<file path="config.mk">
export PLATFORM = sky130hd
export DESIGN_NAME = pwm_multichannel
export DESIGN_NICKNAME = d
export VERILOG_FILES = /design/src/rtl/pwm_pkg.sv /design/src/rtl/pwm_compare_channel.sv /design/src/rtl/pwm_multichannel.sv
export SDC_FILE = /design/constraint.sdc
export NUM_CORES = 1
export LEC_CHECK = 0
export ABC_AREA = 1
export CAP_MARGIN = 20
export CORE_MARGIN = 10
export CORE_UTILIZATION = 65
export CTS_CLUSTER_DIAMETER = 150
export DETAILED_ROUTE_END_ITERATION = 16
export DONT_BUFFER_PORTS = 1
export PLACE_DENSITY = 0.79
export REMOVE_ABC_BUFFERS = 1
export SKIP_LAST_GASP = 1
export SLEW_MARGIN = 20
export SYNTH_ARGS = -nofsm -noshare
export SYNTH_HDL_FRONTEND = slang
export SYNTH_HIERARCHICAL = 1
export SYNTH_SLANG_ARGS = --single-unit
</file>
<file path="constraint.sdc">
create_clock -name clk -period 10.27 [get_ports clk]
set_input_delay 1.5405 -clock clk [delete_from_list [all_inputs] [get_ports clk]]
set_output_delay 1.5405 -clock clk [all_outputs]
set_load 0.005 [all_outputs]
</file>
<file path="src/rtl/pwm_pkg.sv">
// pwm_pkg: shared types for the multi-channel PWM generator.
// CFG_WIDTH is the storage width of the per-channel config fields. Narrower
// counters are zero-extended into it, so WIDTH must not exceed CFG_WIDTH.
package pwm_pkg;

    localparam int CFG_WIDTH = 16;

    typedef enum logic {
        ALIGN_EDGE   = 1'b0,
        ALIGN_CENTER = 1'b1
    } align_mode_t;

    typedef struct packed {
        logic [CFG_WIDTH-1:0] duty;
        logic                 enable;
        logic                 invert;
        logic [CFG_WIDTH-1:0] phase;
    } channel_cfg_t;

endpackage

</file>
<file path="src/rtl/pwm_compare_channel.sv">
// pwm_compare_channel: one PWM output. It compares the (optionally phase
// rotated) count against the duty and registers the polarity-corrected result.
// It is driven with next-cycle count and config, so the registered output lines
// up with the top-level counter and period_start.
// The phase field is zero unless PWM_PHASE_OFFSET_EN is defined at the top.
module pwm_compare_channel
    import pwm_pkg::*;
#(
    parameter int WIDTH = 8
) (
    input  logic             clk,
    input  logic             reset_n,
    input  logic [WIDTH-1:0] cnt,
    input  logic [WIDTH-1:0] period,
    input  align_mode_t      align_mode,
    input  channel_cfg_t     cfg,
    output logic             pwm
);

    localparam int SUM_W = CFG_WIDTH + 1;

    logic [SUM_W-1:0] cnt_ext;
    logic [SUM_W-1:0] per_ext;
    logic [SUM_W-1:0] phase_ext;
    logic [SUM_W-1:0] sum;
    logic [SUM_W-1:0] cnt_eff;
    logic             raw;
    logic             pwm_nxt;

    // Rotate the count by the phase in EDGE mode (out-of-range phase acts as 0),
    // then compare it against the duty and apply enable/invert.
    always_comb begin
        cnt_ext   = SUM_W'(cnt);
        per_ext   = SUM_W'(period);
        phase_ext = {1'b0, cfg.phase};
        if (phase_ext >= per_ext) begin
            phase_ext = '0;
        end
        sum = cnt_ext + phase_ext;
        if (sum >= per_ext) begin
            sum = sum - per_ext;
        end
        cnt_eff = (align_mode == ALIGN_EDGE) ? sum : cnt_ext;
        raw     = (cnt_eff < {1'b0, cfg.duty});
        pwm_nxt = cfg.enable ? (raw ^ cfg.invert) : cfg.invert;
    end

    // One flop per output keeps the pad drive glitch-free.
    always_ff @(posedge clk or negedge reset_n) begin
        if (!reset_n) begin
            pwm <= 1'b0;
        end else begin
            pwm <= pwm_nxt;
        end
    end

endmodule

</file>
<file path="src/rtl/pwm_multichannel.sv">
// pwm_multichannel: shared-counter PWM generator with double-buffered
// per-channel settings and edge- or center-aligned counting.
// Optional feature macro: PWM_PHASE_OFFSET_EN adds the pwm_phase port and
// per-channel phase rotation in EDGE mode.
// Settings staged by update_parameters are loaded on the edge that starts a
// new period. A strobe on that same edge is loaded straight from the inputs.
module pwm_multichannel
    import pwm_pkg::*;
#(
    parameter int               WIDTH          = 8,
    parameter int               NUM_CHANNELS   = 4,
    parameter logic [WIDTH-1:0] DEFAULT_PERIOD = {WIDTH{1'b1}}
) (
    input  logic                          clk,
    input  logic                          reset_n,
    input  logic                          update_parameters,
    input  logic [WIDTH-1:0]              pwm_period,
    input  align_mode_t                   align_mode,
    input  logic [NUM_CHANNELS*WIDTH-1:0] pwm_duty_cycle,
    input  logic [NUM_CHANNELS-1:0]       channel_enable,
    input  logic [NUM_CHANNELS-1:0]       channel_invert,
`ifdef PWM_PHASE_OFFSET_EN
    input  logic [NUM_CHANNELS*WIDTH-1:0] pwm_phase,
`endif
    output logic [NUM_CHANNELS-1:0]       pwm,
    output logic                          period_start,
    output logic                          update_pending
);

    logic [WIDTH-1:0] cnt;
    logic [WIDTH-1:0] cnt_nxt;
    logic             cnt_down;
    logic             cnt_down_nxt;
    logic             boundary;
    logic             load;

    logic [WIDTH-1:0] act_period;
    logic [WIDTH-1:0] stg_period;
    logic [WIDTH-1:0] src_period;
    logic [WIDTH-1:0] nxt_period;
    logic [WIDTH-1:0] period_eff;
    logic [WIDTH-1:0] nxt_period_eff;

    align_mode_t act_mode;
    align_mode_t stg_mode;
    align_mode_t src_mode;
    align_mode_t nxt_mode;

    channel_cfg_t in_cfg  [NUM_CHANNELS];
    channel_cfg_t act_cfg [NUM_CHANNELS];
    channel_cfg_t stg_cfg [NUM_CHANNELS];
    channel_cfg_t nxt_cfg [NUM_CHANNELS];

    // Unpack the per-channel inputs into config records.
    always_comb begin
        for (int i = 0; i < NUM_CHANNELS; i++) begin
            in_cfg[i].duty   = CFG_WIDTH'(pwm_duty_cycle[i*WIDTH +: WIDTH]);
            in_cfg[i].enable = channel_enable[i];
            in_cfg[i].invert = channel_invert[i];
`ifdef PWM_PHASE_OFFSET_EN
            in_cfg[i].phase  = CFG_WIDTH'(pwm_phase[i*WIDTH +: WIDTH]);
`else
            in_cfg[i].phase  = '0;
`endif
        end
    end

    // Next count and direction; boundary flags the edge that starts a period.
    always_comb begin
        period_eff   = (act_period == '0) ? WIDTH'(1) : act_period;
        cnt_nxt      = cnt;
        cnt_down_nxt = cnt_down;
        boundary     = 1'b0;
        if (act_mode == ALIGN_EDGE) begin
            cnt_down_nxt = 1'b0;
            if (cnt >= period_eff - WIDTH'(1)) begin
                cnt_nxt  = '0;
                boundary = 1'b1;
            end else begin
                cnt_nxt = cnt + WIDTH'(1);
            end
        end else if (!cnt_down) begin
            if (cnt >= period_eff - WIDTH'(1)) begin
                cnt_down_nxt = 1'b1;
            end else begin
                cnt_nxt = cnt + WIDTH'(1);
            end
        end else begin
            if (cnt == '0) begin
                cnt_down_nxt = 1'b0;
                boundary     = 1'b1;
            end else begin
                cnt_nxt = cnt - WIDTH'(1);
            end
        end
    end

    // Select what becomes active on the next edge; a same-edge strobe bypasses staging.
    always_comb begin
        load           = boundary && (update_pending || update_parameters);
        src_period     = update_parameters ? pwm_period : stg_period;
        src_mode       = update_parameters ? align_mode : stg_mode;
        nxt_period     = load ? src_period : act_period;
        nxt_mode       = load ? src_mode : act_mode;
        nxt_period_eff = (nxt_period == '0) ? WIDTH'(1) : nxt_period;
        for (int i = 0; i < NUM_CHANNELS; i++) begin
            nxt_cfg[i] = act_cfg[i];
            if (load) begin
                nxt_cfg[i] = update_parameters ? in_cfg[i] : stg_cfg[i];
            end
        end
    end

    // Counter, active settings and the period_start pulse.
    always_ff @(posedge clk or negedge reset_n) begin
        if (!reset_n) begin
            cnt          <= '0;
            cnt_down     <= 1'b0;
            act_period   <= DEFAULT_PERIOD;
            act_mode     <= ALIGN_EDGE;
            period_start <= 1'b0;
            for (int i = 0; i < NUM_CHANNELS; i++) begin
                act_cfg[i] <= '0;
            end
        end else begin
            cnt          <= cnt_nxt;
            cnt_down     <= cnt_down_nxt;
            act_period   <= nxt_period;
            act_mode     <= nxt_mode;
            period_start <= boundary;
            for (int i = 0; i < NUM_CHANNELS; i++) begin
                act_cfg[i] <= nxt_cfg[i];
            end
        end
    end

    // Staging registers and the pending flag. The latest strobe wins.
    always_ff @(posedge clk or negedge reset_n) begin
        if (!reset_n) begin
            stg_period     <= '0;
            stg_mode       <= ALIGN_EDGE;
            update_pending <= 1'b0;
            for (int i = 0; i < NUM_CHANNELS; i++) begin
                stg_cfg[i] <= '0;
            end
        end else begin
            if (update_parameters) begin
                stg_period <= pwm_period;
                stg_mode   <= align_mode;
                for (int i = 0; i < NUM_CHANNELS; i++) begin
                    stg_cfg[i] <= in_cfg[i];
                end
            end
            if (load) begin
                update_pending <= 1'b0;
            end else if (update_parameters) begin
                update_pending <= 1'b1;
            end
        end
    end

    for (genvar i = 0; i < NUM_CHANNELS; i++) begin : g_ch
        pwm_compare_channel #(
            .WIDTH(WIDTH)
        ) u_ch (
            .clk        (clk),
            .reset_n    (reset_n),
            .cnt        (cnt_nxt),
            .period     (nxt_period_eff),
            .align_mode (nxt_mode),
            .cfg        (nxt_cfg[i]),
            .pwm        (pwm[i])
        );
    end

endmodule

</file>
Yosys cells after proc, flatten, opt, wreduce, memory -nomap -nowiden --
Cells that the tools add are included. Widths: inputs -> output; s select.
Storage, ports and cells: register bits 209, input bits 52, output and inout bits 6, logic and storage cells 118
Operators by class: add/subtract/negate cells 11, $lt $le $gt $ge 13, mux-type cells 44, bitwise gates (word level) 4, reductions and logical operators 6
Operators by type and width (number):
- $mux 17 | 8
- $mux 34 | 4
- $mux 26 | 4
- $mux 8 | 9
- $add 8x16->17 | 4
- $ge 17x8->1 | 4
- $lt 17x16->1 | 4
- $sub 17x8->17 | 4
- $ge 16x8->1 | 4
- $mux 16 | 4
- $logic_not 8->1 | 3
- $sub 8x1->8 const B | 2
- $mux 1 | 15
- $add 8x1->8 const B | 1
- $ge 8x8->1 | 1
- $xor 1x1->1 | 4
- $reduce_bool 2->1 | 1
- $logic_and 1x1->1 | 1
- $logic_or 1x1->1 | 1

Depth between registers and ports, before layout --
Gate-level depths: netlist (run 1).
word-level depth 19, gate-level depth with buffers 64, mapped depth without buffers 64

Cells and area by module --
The synthesis (run 1) kept the hierarchy.
Modules (own cells, without submodules):
- pwm_multichannel | instances 1, cells each 854, area each 8080.2 um2, sequential area each 5139.9 um2
- pwm_compare_channel at g_ch[0].u_ch ... | instances 3, cells each 280, area each 1739.2 um2, sequential area each 25.0 um2
- pwm_compare_channel at g_ch[1].u_ch | instances 1, cells each 279, area each 1709.1 um2, sequential area each 25.0 um2

Worst setup path before layout (run 1) --
Ideal clock, no wire load.
path type register -> register, from reg act_period[2], to reg g_ch[0].u_ch.pwm, data arrival time 7423 ps, required time 10157 ps, slack 2734 ps, stages on the path, launching flop included 62, clock period less this slack 7536 ps, cells stage by stage dfstp_2 > nor4_1 > nand2_1 > nand2_1 > inv_1 > ha_1 > nand2_1 > xor2_1 > inv_1 > ha_1 > nand2_1 > o21a_1 > nand2_1 > nand2_1 > nand2_4 > nand2_4 > nand2_1 > nand2_1 > [... 26 more ...] > nand2_2 > nand3_4 > buf_4 > a31oi_1 > o21ai_0 > o21ai_0 > inv_1 > ha_1 > a21oi_1 > o21ai_0 > a21oi_1 > o21bai_1 > a21boi_0 > nand2_1 > nand2_1 > nand3_1 > nand2_1 > inv_1
Between the ends: cells in the longest elaborated chain, start to end 19, elaborated cells on any way between the ends 26, those cells by class add/sub: 3; order compare: 4; mux: 15; bitwise: 1; reduce/logical: 3
RTL lines:
- start: declaration | line pwm_multichannel.sv:37 | logic [WIDTH-1:0] act_period;
- start signal: assignment | line pwm_multichannel.sv:128 | act_period <= nxt_period;
- $logic_not 8->1 | line pwm_multichannel.sv:70 | period_eff = (act_period == '0) ? WIDTH'(1) : act_period;
- $mux 8 (*) | line pwm_multichannel.sv:70
- $sub 8x1->8 (*) | line pwm_multichannel.sv:76 | if (cnt >= period_eff - WIDTH'(1)) begin
- $ge 8x8->1 (*) | line pwm_multichannel.sv:76
- $mux 1 (*) | line pwm_multichannel.sv:76
- $mux 1 (*) | line pwm_multichannel.sv:74 | if (act_mode == ALIGN_EDGE) begin
- via boundary | line pwm_multichannel.sv:34 | logic boundary;
- $logic_and 1x1->1 (*) | line pwm_multichannel.sv:100 | load = boundary && (update_pending || update_parameters);
- [... 3 more ...]
- via nxt_period_eff[1] | line pwm_multichannel.sv:42 | logic [WIDTH-1:0] nxt_period_eff;
- [... 2 more ...]
- $add 8x16->17 | line pwm_compare_channel.sv:39 | sum = cnt_ext + phase_ext;
- $sub 17x8->17 or $ge 17x8->1 (tied branches) | line pwm_compare_channel.sv:41, pwm_compare_channel.sv:40
- $mux 17 (*) | line pwm_compare_channel.sv:40 | if (sum >= per_ext) begin
- $mux 17 (*) | line pwm_compare_channel.sv:43 | cnt_eff = (align_mode == ALIGN_EDGE) ? sum : cnt_ext;
- $lt 17x16->1 (*) | line pwm_compare_channel.sv:44 | raw = (cnt_eff < {1'b0, cfg.duty});
- $xor 1x1->1 (*) | line pwm_compare_channel.sv:45 | pwm_nxt = cfg.enable ? (raw ^ cfg.invert) : cfg.invert;
- $mux 1 (*) | line pwm_compare_channel.sv:45
- via g_ch[0].u_ch.pwm_nxt | line pwm_compare_channel.sv:28 | logic pwm_nxt;
- end signal: assignment | line pwm_compare_channel.sv:53 | pwm <= pwm_nxt;
- end: declaration | line pwm_compare_channel.sv:17 | output logic pwm
Mark *: on every way through the listed nets, which the timed path passes. The rest lies on a longest branch. A chain may end at the register's enable or synchronous reset.

==> flow_summary.toml, run 1 <==
[cells_and_area]
multi_input_area_um2 = 7910
drive_gt1_frac = 0.0748
seq_area_um2 = 5240
diodes = 0
layout_common_cells = "inv_1 (416), nand2_1 (378), nor2_1 (228)"
layout.nets = 2191
n_fill_cell = 1855
utilization = 0.702
final_common_cell = "inv_1"
areaGrowthSynthToFinish_pct = 6.16
final_area_um2 = 15900

[sta]
rsz0062_at_grt = "false"
fmax_ghz = 0.106
finalHoldViolCount = 0
finalSetupTns_ns = 0
worstMarginPinSlew_ns = 0.924
fin_crit_ns = 9.39
skew_ns = 0.0184
final_max_slew_viol_count = 0
finalCritPeriodShare = 0.915
relSlewSlack = 0.384
holdWs_ns = 0.463
setup_viol = 0

[route]
first_iter_violations = 1024
routed_via_density = 5.41
drc_errors = 0
vias = 12256
avgRoutedWirePerCell_um = 14.9
ant_nets = 0
first_pass_iters = 5
drt-total-wl_um = 33800

[flow_run]
cap_viol_max_count = 0

[critical_path]
crit_family = "simple AND/OR/NAND/NOR gates"
cp-start-kind = "register"
crit_top_cell = "nand2_1"
cp_slowest_cell = "o2111ai_1"
cp.required_ns = 10.69
endpoint_kind = "register"
critPathArrivalTime_ns = 9.81
path_buf_inv = 10
path_class = "register to register"
critPathMaxFanout = 98
cp_slowest_stage_delay_ns = 0.42

[global_routing]
grt.overflow.total = 0
grt_pass1_vias = 11809
grt_max_degree = 210
grtUsageTotal = 0.230
grt_pass1_wl_um = 56400
antenna_found_initial = 0

[die]
die_area_um2 = 29600
dieHeight_um = 172
core_region_area_um2 = 22700
core.rowCount = 55
initial_core_util = 0.661
ios = 58
fp.dieW_um = 172

[yosys]
synthCells = 1973
ys_ff_latch = 209
synth-edff-count = 0
syn_avg_cell_area_um2 = 7.61
yosysTopAreaCell = "dfrtp_1"
yosysWarnings = 6
ys_seq_area_frac = 0.349
synth_area_leaders = "dfrtp_1 (34%), ha_1 (14%), inv_1 (10%), nand2_1 (9.5%), nor2_1 (5.7%)"
synthesis.area_um2 = 15000
synth_top_area_frac = 0.335
ys_dominant_reg_cell = "dfrtp_1"
synth_cell_types = 48
synthArstFlopShare = 1.00

[clocking]
clockBufferDepth = 3
tritoncts = "built"
clk_latency_ns = 0.53
post-cts-setup-buffers = 0
root_buffer = "clkbuf_16"
cts_sinks = 209
htree_levels = 1
cts.clk_slew.worst_paths_ns = 0.06
numCtsBuffers = 23

[worst_hold_path]
hold_path_class = "register to register"

[run_status]
outcome = "completed"

[place]
portBuffers = 0
dpl-instance-area_um2 = 15200
place.gp.congestion = 0.927
hpwl_um = 24300

[pwr]
p_per_area_nw_per_um2 = 106
peakVddDrop_mv = 0.142
power.total_uw = 1690
p_leak_uw = 0.00958
-- logic make-up (layout without fill, tap and decap cells) --
group / count (synthesis) / in the layout / synth area share
AO/OA/AOI/OAI: 277 / 277 / 0.109
XOR/XNOR: 49 / 49 / 0.0286
adder cells (fa/ha/maj): 177 / 177 / 0.152
buffers and inverters: 472 / 478 / 0.125
flip-flops: 209 / 209 / 0.349
AND/OR/NAND/NOR: 789 / 789 / 0.237
-- metal layers --
metal  share of wire  global-route usage
met1            0.46               0.311
met2            0.46               0.372
met3           0.049              0.0319
met4           0.029              0.0780
met5               0                   0
-- through the flow --
| stage | setup WS (ns) | std cells |
|---|---|---|
| after detailed placement | 0.780 | 2222 |
| final | 0.877 | 2264 |
| after global routing | 0.0788 | 2264 |
| after CTS | 0.702 | 2264 |
| after floorplan | 1.75 | 1931 |
| after global placement | 0.949 | 2222 |
-- timing repair --
action / in CTS / in global routing
endpoints found under the setup margin: 0 / 1
hold buffers: 0 / 0
resized for setup: 0 / 2
-- Yosys cell counts (all sizes together) (9+ instances only) --
| cell type | instances |
|---|---|
| dfrtp | 201 |
| xor2 | 27 |
| buf | 25 |
| ha | 169 |
| clkbuf | 17 |
| a21oi | 102 |
| nand3 | 62 |
| nor3 | 26 |
| nand4 | 35 |
| a31oi | 51 |
| o2111ai | 9 |
| nand2 | 407 |
| xnor2 | 22 |
| inv | 430 |
| or2 | 13 |
| o21ai | 81 |
| nor2 | 239 |
-- state kept, by name, summed over array words and instances, names as in the netlist --
| signal | cells |
|---|---|
| act_cfg | 136 |
| act_mode | 1 |
| act_period | 8 |
| cnt | 8 |
| cnt_down | 1 |
| g_ch.u_ch/pwm | 4 |
| period_start | 1 |
| stg_cfg | 40 |
| stg_mode | 1 |
| stg_period | 8 |
| update_pending | 1 |
-- final cells by class --
cell class,count,share of cell area
clock buffer,32,0.0420
multi-input combinational,1292,0.497
sequential,209,0.329
clock inverter,10,0.00510
inverter,430,0.102
timing repair buffer,6,0.00306
tap,285,0.0224
-- where the power goes --
part	internal [uW]	switching [uW]	total (uW)
combinational	8.86	19.1	27.9
sequential	841	4.13	845
clock	480	337	817
-- worst paths after layout --
path	start	endpoint	slack, ns	cells after the start
worst max-delay path	act_period[2]	g_ch[1].u_ch/pwm	0.88	57
worst min-delay path	stg_cfg[53]	stg_cfg[53]	0.46	2
worst max register to register	act_period[2]	g_ch[1].u_ch/pwm	0.88	57
worst min register to register	stg_cfg[53]	stg_cfg[53]	0.46	2
max in group asynchronous	reset_n	act_cfg[104]	9.23	0
min in group asynchronous	reset_n	stg_cfg[118]	0.70	0
-- worst register-to-register path: cells and delay by family, from the launching register on --
family                     cells  cell delay (ns)
AOI/OAI and AO/OA             12             1.80
xor gates and xnor gates       2             0.42
adders and majority gates      7             2.00
buffers and inverters         10             1.42
DFF                            1             0.39
and+or+nand+nor               26             3.25
(Power assumes the default switching activity.)
==> run 2: changes to the inputs <==
--- a/config.mk
+++ b/config.mk
@@ -12,6 +12,7 @@
 export CTS_CLUSTER_DIAMETER = 150
 export DETAILED_ROUTE_END_ITERATION = 16
 export DONT_BUFFER_PORTS = 1
+export GPL_TIMING_DRIVEN = 1
 export PLACE_DENSITY = 0.79
 export REMOVE_ABC_BUFFERS = 1
 export SKIP_LAST_GASP = 1
==> results of run 2 <==
The final DEF is identical to that of run 1; final timing and power are the same.
